File: config.mk
export PLATFORM = sky130hd
export DESIGN_NAME = fp_ci_master
export DESIGN_NICKNAME = d
export VERILOG_FILES = /design/src/rtl/fp_ci_pkg.sv /design/src/rtl/fp_ci_master.sv
export SDC_FILE = /design/constraint.sdc
export NUM_CORES = 1
export LEC_CHECK = 0
export ABC_AREA = 1
export CAP_MARGIN = 10
export CORE_UTILIZATION = 47
export CTS_BUF_LIST = sky130_fd_sc_hd__clkbuf_4 sky130_fd_sc_hd__clkbuf_8
export CTS_CLUSTER_SIZE = 40
export DETAILED_ROUTE_END_ITERATION = 7
export GPL_TIMING_DRIVEN = 0
export HOLD_SLACK_MARGIN = 0.02
export PLACE_DENSITY_LB_ADDON = 0.15
export SYNTH_ARGS = -nofsm -noshare
export SYNTH_HDL_FRONTEND = slang
export SYNTH_SLANG_ARGS = --single-unit
File: constraint.sdc
create_clock -name clk -period 7.6 [get_ports clk]
set_input_delay 0.76 -clock clk [delete_from_list [all_inputs] [get_ports clk]]
set_output_delay 0.76 -clock clk [all_outputs]
set_load 0.05 [all_outputs]
File: src/rtl/fp_ci_pkg.sv
// Shared definitions for the float-unit custom-instruction initiator and
// the fabric logic that builds commands for it.
package fp_ci_pkg;

  localparam int CI_DATA_W = 32;

  typedef enum logic [2:0] {
    ST_IDLE,
    ST_ISSUE,
    ST_WAIT,
    ST_RECOVER,
    ST_RESP
  } ci_state_t;

  // Multi-cycle opcodes understood by the float unit
  localparam logic [2:0] FP_N_MUL  = 3'd0;
  localparam logic [2:0] FP_N_ADD  = 3'd1;
  localparam logic [2:0] FP_N_SUB  = 3'd2;
  localparam logic [2:0] FP_N_DIV  = 3'd3;
  localparam logic [2:0] FP_N_SQRT = 3'd4;
  localparam logic [2:0] FP_N_I2F  = 3'd5;
  localparam logic [2:0] FP_N_F2I  = 3'd6;

endpackage

File: src/rtl/fp_ci_master.sv
// Initiator for the float unit's multi-cycle custom-instruction port: takes one
// command at a time, waits for ci_done under a watchdog, and returns the result.
module fp_ci_master
  import fp_ci_pkg::*;
#(
  parameter int N_W        = 3,
  parameter int TIMEOUT    = 255,
  parameter int RST_CYCLES = 4
) (
  input  logic                 clk,
  input  logic                 reset,
  input  logic                 cmd_valid,
  output logic                 cmd_ready,
  input  logic [N_W-1:0]       cmd_n,
  input  logic [CI_DATA_W-1:0] cmd_dataa,
  input  logic [CI_DATA_W-1:0] cmd_datab,
  output logic                 rsp_valid,
  input  logic                 rsp_ready,
  output logic [CI_DATA_W-1:0] rsp_result,
  output logic                 rsp_timeout,
  output logic                 ci_clk_en,
  output logic                 ci_reset_req,
  output logic                 ci_start,
  output logic [N_W-1:0]       ci_n,
  output logic [CI_DATA_W-1:0] ci_dataa,
  output logic [CI_DATA_W-1:0] ci_datab,
  input  logic                 ci_done,
  input  logic [CI_DATA_W-1:0] ci_result,
  output logic                 busy,
  output logic                 stray_done
);

  localparam int CNT_W = $clog2(TIMEOUT + 1);
  localparam int RC_W  = (RST_CYCLES > 1) ? $clog2(RST_CYCLES + 1) : 1;

  ci_state_t        state;
  logic [CNT_W-1:0] wd_cnt;
  logic [RC_W-1:0]  rc_cnt;

  assign cmd_ready = (state == ST_IDLE);
  assign busy      = (state != ST_IDLE);

  always_ff @(posedge clk or posedge reset) begin
    if (reset) begin
      state        <= ST_IDLE;
      wd_cnt       <= '0;
      rc_cnt       <= '0;
      rsp_valid    <= 1'b0;
      rsp_result   <= '0;
      rsp_timeout  <= 1'b0;
      ci_clk_en    <= 1'b0;
      ci_reset_req <= 1'b0;
      ci_start     <= 1'b0;
      ci_n         <= '0;
      ci_dataa     <= '0;
      ci_datab     <= '0;
      stray_done   <= 1'b0;
    end else begin
      ci_clk_en <= 1'b1;
      // Only WAIT expects a completion; anything else is a protocol slip
      if (ci_done && (state != ST_WAIT)) begin
        stray_done <= 1'b1;
      end
      case (state)
        ST_IDLE: begin
          if (cmd_valid) begin
            ci_n     <= cmd_n;
            ci_dataa <= cmd_dataa;
            ci_datab <= cmd_datab;
            ci_start <= 1'b1;
            state    <= ST_ISSUE;
          end
        end
        ST_ISSUE: begin
          ci_start <= 1'b0;
          wd_cnt   <= '0;
          state    <= ST_WAIT;
        end
        ST_WAIT: begin
          wd_cnt <= wd_cnt + CNT_W'(1);
          // A completion in the expiry cycle still counts as a normal answer
          if (ci_done) begin
            rsp_result  <= ci_result;
            rsp_timeout <= 1'b0;
            rsp_valid   <= 1'b1;
            state       <= ST_RESP;
          end else if (wd_cnt == CNT_W'(TIMEOUT - 2)) begin
            ci_reset_req <= 1'b1;
            rc_cnt       <= '0;
            state        <= ST_RECOVER;
          end
        end
        ST_RECOVER: begin
          rc_cnt <= rc_cnt + RC_W'(1);
          if (rc_cnt == RC_W'(RST_CYCLES - 1)) begin
            ci_reset_req <= 1'b0;
            rsp_result   <= '0;
            rsp_timeout  <= 1'b1;
            rsp_valid    <= 1'b1;
            state        <= ST_RESP;
          end
        end
        ST_RESP: begin
          if (rsp_ready) begin
            rsp_valid <= 1'b0;
            state     <= ST_IDLE;
          end
        end
        default: state <= ST_IDLE;
      endcase
    end
  end

endmodule

==> reports/results.ini, run 1 <==
[sta]
maxSlewHeadroom_pct = 62.0
finalSetupViolations = 0
period_minus_slack_ns = 3.20
fmax_mhz = 313
min_period_over_period_pct = 42.1
worstMarginPinSlew_ns = 0.568
timing.setup.tns_ns = 0
rsz0062_at_grt = no
finalHoldViolCount = 0
slew_viol_final = 0
hold_ws_ns = 0.469
clock_skew_ns = 0.00999

[worst_setup_path]
critPathLaunch = state[0]$_DFFE_PP0P_
reg2reg_depth = 8
crit_buf_inv = 3
crit_arrival_ns = 2.44
worstSetupPathType = register to primary output
rr_startpoint = state[0]$_DFFE_PP0P_
crit_path_end_kind = primary output
start_kind = register
r2r-end = ci_datab[23]$_DFFE_PP0P_
crit_chain = nor2_2, nand2_2, inv_2, buf_2, clkdlybuf4s50_1
max_stage_delay_ns = 0.87
crit_path_max_fanout = 10
crit_path_top_delay_cell = clkdlybuf4s50_1
cp.required_ns = 6.84
ff2ff_setup_slack_ns = 6.06
crit_family = buffers and inverters

[synthesis]
synth_nets = 670
synth-seq-cells = 119
synthesis.area_sq_mm = 0.00498
synth_cells = 562
yosys_warnings = 0
seq_area_frac_synth_pct = 59.8
synth.distinct_cells = 28
syn_area_per_cell_sq_um = 8.86

[cts]
htree_levels = 4
cts_buffers = 17
postCtsHoldBufs = 0
clk_pin_slew_ns = 0.07
cts_tree = done
clock_sinks = 119
root_buffer = clkbuf_8
clk_latency_ns = 0.42
postCtsSetupBuffers = 0
cts_max_path_buffers = 2
cts.repair.resized = 0

[finish]
multi_input_area_sq_mm = 0.00171
syn2layout_area_growth_pct = 55.3
nNetsFinal = 899
fillers = 764
drive_above_1_share_pct = 9.20
antenna-diode-count = 0
design_area_sq_mm = 0.00773
seq_area_sq_mm = 0.00298
final_util_pct = 75.2

[grt]
antenna_found_initial = 0
grt_pass1_vias = 4506
grt_first_pass_wirelength_mm = 21.7
grt_use_total_pct = 25.4
overflow = 0
grt_max_degree = 82

[hold_path]
min_from = rc_cnt[2]$_DFFE_PP0P_
min_path_cells = 2
min_path_type = register to register
hold_end = rc_cnt[2]$_DFFE_PP0P_

[placement]
io_buffers = 209
dp_hpwl_mm = 9.81
placed_area_sq_mm = 0.00727
place_congestion = 0.829

[routing]
routed_wl_mm = 13.3
wl_per_cell_um = 14.2
drt_iter0_drc = 332
num_vias = 4583
drc_errors = 0
firstDrtPassIters = 4
drt.antenna.violating_nets = 0
viasPerCell = 4.88

[power_and_ir_drop]
peakVddDrop_mv = 0.287
p_per_area_mw_per_mm2 = 503
power_leakage_nw = 3.81

[floorplanning]
io-pin-count = 211
dieArea_sq_mm = 0.0110
die_h_um = 105
rows = 37
die_w_um = 105
start_util_pct = 48.5
core_area_sq_mm = 0.0103

[outcome]
status = finished clean

[run]
cap_violations = 0

[cell usage in the layout, fill, tap and decap left out, types with 2 or more instances in the layout]
cell type	count
o21ai_0	6
nor2_1	10
or2_2	3
nor2_2	2
clkinv_2	2
bufinv_16	4
clkinv_4	2
a21oi_1	2
inv_2	2
ha_1	4
dfrtp_1	119
nand2_1	238
clkdlybuf4s50_1	209
clkbuf_1	6
inv_1	17
nand2_2	3
buf_6	5
clkinvlp_4	3
buf_4	7
buf_2	13
clkbuf_8	21
nand3_1	111
nand2_4	2
[metal layers]
layer | up-vias | global-route usage (%) | wire length (um)
met2 | 200 | 42.2 | 6570
met3 | 18 | 10.3 | 1160
li1 | 2243 | - | -
met5 | - | 0 | 0
met1 | 2122 | 29.2 | 5300
met4 | 0 | 10.2 | 272
[worst max path at each step]
| stage | slack, ns | cells after the start | end |
|---|---|---|---|
| 2_1_floorplan | 3.68 | 1 | ci_clk_en$_DFF_PP0_ |
| 6_report | 4.40 | 5 | cmd_ready |
| 4_1_cts | 4.39 | 5 | cmd_ready |
| 5_1_grt | 4.27 | 5 | cmd_ready |
| 3_5_place_dp | 4.87 | 5 | cmd_ready |
| 3_3_place_gp | 2.06 | 2 | ci_dataa[10]$_DFFE_PP0P_ |
[metrics by stage]
step | setup slack [ns] | total power, mW | cells
finish | 4.40 | 3.89 | 940
global route | 4.27 | 4.09 | 940
CTS | 4.39 | 3.91 | 940
detailed placement | 4.87 | 3.26 | 908
global placement | 2.06 | 3.21 | 907
floorplan | 3.68 | 2.49 | 562
[flip-flops by register name, indices dropped and copies added (netlist names)]
signal        cells
ci_dataa         32
ci_datab         32
rsp_result       32
wd_cnt            8
ci_n              3
rc_cnt            3
state             3
ci_clk_en         1
ci_reset_req      1
ci_start          1
rsp_timeout       1
rsp_valid         1
stray_done        1
[power breakdown]
| group | internal [mW] | total, mW | switching, mW |
|---|---|---|---|
| clock network | 0.392 | 0.643 | 0.251 |
| logic | 0.701 | 2.18 | 1.48 |
| registers | 0.908 | 1.07 | 0.159 |
| total | 2.00 | 3.89 | 1.88 |
[synth_stat cells (all sizes together)]
cell	number	area [sq um]
or2	3	18.8
o21bai	1	7.51
inv	21	81.3
o21ai	7	35.0
o31ai	1	7.51
nand4	1	6.26
ha	4	50.1
clkbuf	6	22.5
buf	26	189
conb	1	3.75
nand2	243	935
a21oi	2	10.0
dfrtp	119	2980
nand3	111	556
o22ai	1	6.26
nand3b	1	7.51
nor2	13	61.3
nor3	1	5.00
[cell type report]
class / instances / share of cell area, %
Sequential cell: 119 / 38.5
Multi-Input combinational cell: 390 / 22.1
Timing Repair Buffer: 210 / 27.4
Tap cell: 136 / 2.20
Clock buffer: 21 / 3.74
Inverter: 21 / 1.12
Clock inverter: 11 / 2.20
Buffer: 32 / 2.73
[tightest hold or removal path: stages (launching register included)]
cell     delay [ns]
dfrtp_1        0.34
nand2_1        0.05
nand2_1        0.04
[cells by family (layout without fill, tap and decap cells)]
group	count (synthesis)	count (layout)	synth area share [%]
compound gates	12	12	1.33
simple gates	373	373	31.9
fa+ha+maj	4	4	1.01
flops	119	119	59.8
other cells	1	1	0.0753
buf+inv	53	295	5.88
Power figures use the tool's default switching activity.
==> run 2, diff against run 1 <==
- CORE_UTILIZATION: 47 -> 44
- clock period: 7.6 -> 3.01 ns (I/O delays scaled with it)
==> run 2 against run 1 <==
  * Non-clock buffer count grew 1
  * Largest power group unchanged
  * Largest cell class unchanged
  * Worst hold slack got worse by 0.098 ns
  * Clock-buffer cell count rose by 3
  * First-iteration DRC count down 9.6%
  * Critical path depth did not move
==> reports/results.ini, run 2 (synthesized netlist as in run 1, its figures left out) <==
[outcome]
status = finished clean

[cts]
root_buffer = clkbuf_8
htree_levels = 4  ; unchanged
cts.repair.resized = 0  ; unchanged
postCtsHoldBufs = 0  ; unchanged
clock_sinks = 119  ; unchanged
postCtsSetupBuffers = 0  ; unchanged
cts_buffers = 17  ; unchanged
clk_pin_slew_ns = 0.06  ; about the same
cts_max_path_buffers = 2  ; unchanged
cts_tree = done
clk_latency_ns = 0.43  ; about the same

[finish]
final_util_pct = 70.7  ; -4.6 points
nNetsFinal = 900  ; +0.11%
final_cell_mix = 238 x nand2_1, 209 x clkdlybuf4s50_1, 119 x dfrtp_1
design_area_sq_mm = 0.00773  ; about the same
drive_above_1_share_pct = 9.32  ; +0.11 points
antenna-diode-count = 0  ; unchanged
layout_commonest_cell = nand2_1
layout.cells.non_filler = 945  ; +0.53%
syn2layout_area_growth_pct = 55.2  ; about the same
top_regs = ci_dataa (32), ci_datab (32), rsp_result (32)

[sta]
maxSlewHeadroom_pct = 46.3  ; -16 points
clock_skew_ns = 0.00984  ; -0.000154 ns
finalHoldViolCount = 0  ; unchanged
min_period_over_period_pct = 89.5
timing.setup.tns_ns = 0  ; unchanged
fmax_mhz = 371
finalSetupViolations = 0  ; unchanged
period_minus_slack_ns = 2.70
rsz0062_at_grt = no
slew_viol_final = 0  ; unchanged
worstMarginPinSlew_ns = 0.804  ; +0.236 ns

[power_and_ir_drop]
power_leakage_nw = 3.81  ; about the same
p_per_area_mw_per_mm2 = 1260  ; +150%
peakVddDrop_mv = 0.707  ; +150%

[floorplanning]
dieArea_sq_mm = 0.0117  ; +6.7%
io-pin-count = 211  ; unchanged
die_h_um = 108  ; +3.3%
rows = 38  ; +2.7%
core_area_sq_mm = 0.0109  ; +6.4%
start_util_pct = 45.5  ; -2.9 points
die_w_um = 108  ; +3.3%

[routing]
firstDrtPassIters = 4  ; unchanged
num_vias = 4646  ; +1.4%
drt_iter0_drc = 300  ; -9.6%
drc_errors = 0  ; unchanged
routed_wl_mm = 13.7  ; +3.1%
wl_per_cell_um = 14.5  ; +2.5%
viasPerCell = 4.92  ; +0.84%
drt.antenna.violating_nets = 0  ; unchanged

[worst_setup_path]
crit_path_max_fanout = 10  ; unchanged
crit_arrival_ns = 2.39  ; -0.05 ns
reg2reg_depth = 8  ; unchanged
crit_path_end_kind = primary output
start_kind = register
worstSetupPathType = register to primary output
ff2ff_setup_slack_ns = 1.49  ; -4.57 ns
cp.required_ns = 2.71  ; -4.13 ns

[grt]
grt_max_degree = 44  ; -46%
grt_pass1_vias = 4544  ; +0.84%
grt_use_total_pct = 24.2  ; -1.2 points
overflow = 0  ; unchanged
antenna_found_initial = 0  ; unchanged
grt_first_pass_wirelength_mm = 21.6  ; -0.45%

[placement]
placed_area_sq_mm = 0.00729  ; +0.22%
numPlacedInstances = 913  ; +0.55%
io_buffers = 209  ; unchanged
place_congestion = 0.791  ; -4.6%
dp_hpwl_mm = 10.2  ; +3.7%

[hold_path]
min_path_type = primary input to async pin

[run]
cap_violations = 0  ; unchanged

## run 2: cell types whose count changed in the layout (fill, tap and decap cells not counted), sizes merged
cell	before	now
bufinv	4	3
inv	21	20
clkbuf	27	30
buf	27	28
clkinvlp	3	2
## run 2: final timing paths
path,startpoint,endpoint
setup / recovery,state[0]$_DFFE_PP0P_,cmd_ready
hold / removal,reset,rsp_result[20]$_DFFE_PP0P_
setup reg to reg,state[0]$_DFFE_PP0P_,ci_datab[25]$_DFFE_PP0P_
hold reg to reg,ci_datab[5]$_DFFE_PP0P_,ci_datab[5]$_DFFE_PP0P_
max in group asynchronous,reset,wd_cnt[3]$_DFFE_PP0P_
min in group clk,cmd_datab[27],ci_datab[27]$_DFFE_PP0P_
## run 2: cell type report
cell class / count / area [sq um]
inverters: 21 / 85.1
repair buffers: 211 / 2130
fillers: 869 / 3210
plain buffers: 32 / 211
flip-flops and latches: 119 / 2980
well taps: 140 / 175
clock buffers: 24 / 318
multi-input cells: 390 / 1710
clock inverters: 8 / 118
## run 2: power by group
| part | total [mW] | internal (mW) | leakage (nW) | switching [mW] |
|---|---|---|---|---|
| clock | 1.55 | 0.943 | 0.226 | 0.605 |
| sequential | 2.70 | 2.29 | 1.49 | 0.401 |
| combinational | 5.50 | 1.77 | 2.10 | 3.73 |
| total | 9.74 | 5.01 | 3.81 | 4.73 |
## run 2: worst max-delay path, cell delays in order, from the launching register on
cell and delay (ns):
dfrtp_1 0.42, nor2_2 0.18, nand2_2 0.10, inv_2 0.16, buf_2 0.25, clkdlybuf4s50_1 0.85
## run 2: through the flow
stage | hold WS [ns] | power, mW | setup WS (ns)
global route | 0.423 | 10.3 | 0.210
finish | 0.371 | 9.74 | 0.315
global placement | 0.452 | 8.11 | 0.151
CTS | 0.365 | 9.81 | 0.268
detailed placement | 0.457 | 8.22 | 0.751
floorplan | 0.398 | 6.30 | 1.25
## run 2: routing by layer
| metal | vias up | routed length [um] | track usage (%) | part of all wire (%) |
|---|---|---|---|---|
| met4 | 0 | 344 | 11.6 | 2.5 |
| met2 | 196 | 6600 | 40.0 | 48 |
| li1 | 2249 | - | - | - |
| met5 | - | 0 | 0 | 0 |
| met1 | 2180 | 5500 | 27.9 | 40 |
| met3 | 21 | 1260 | 8.56 | 9.2 |
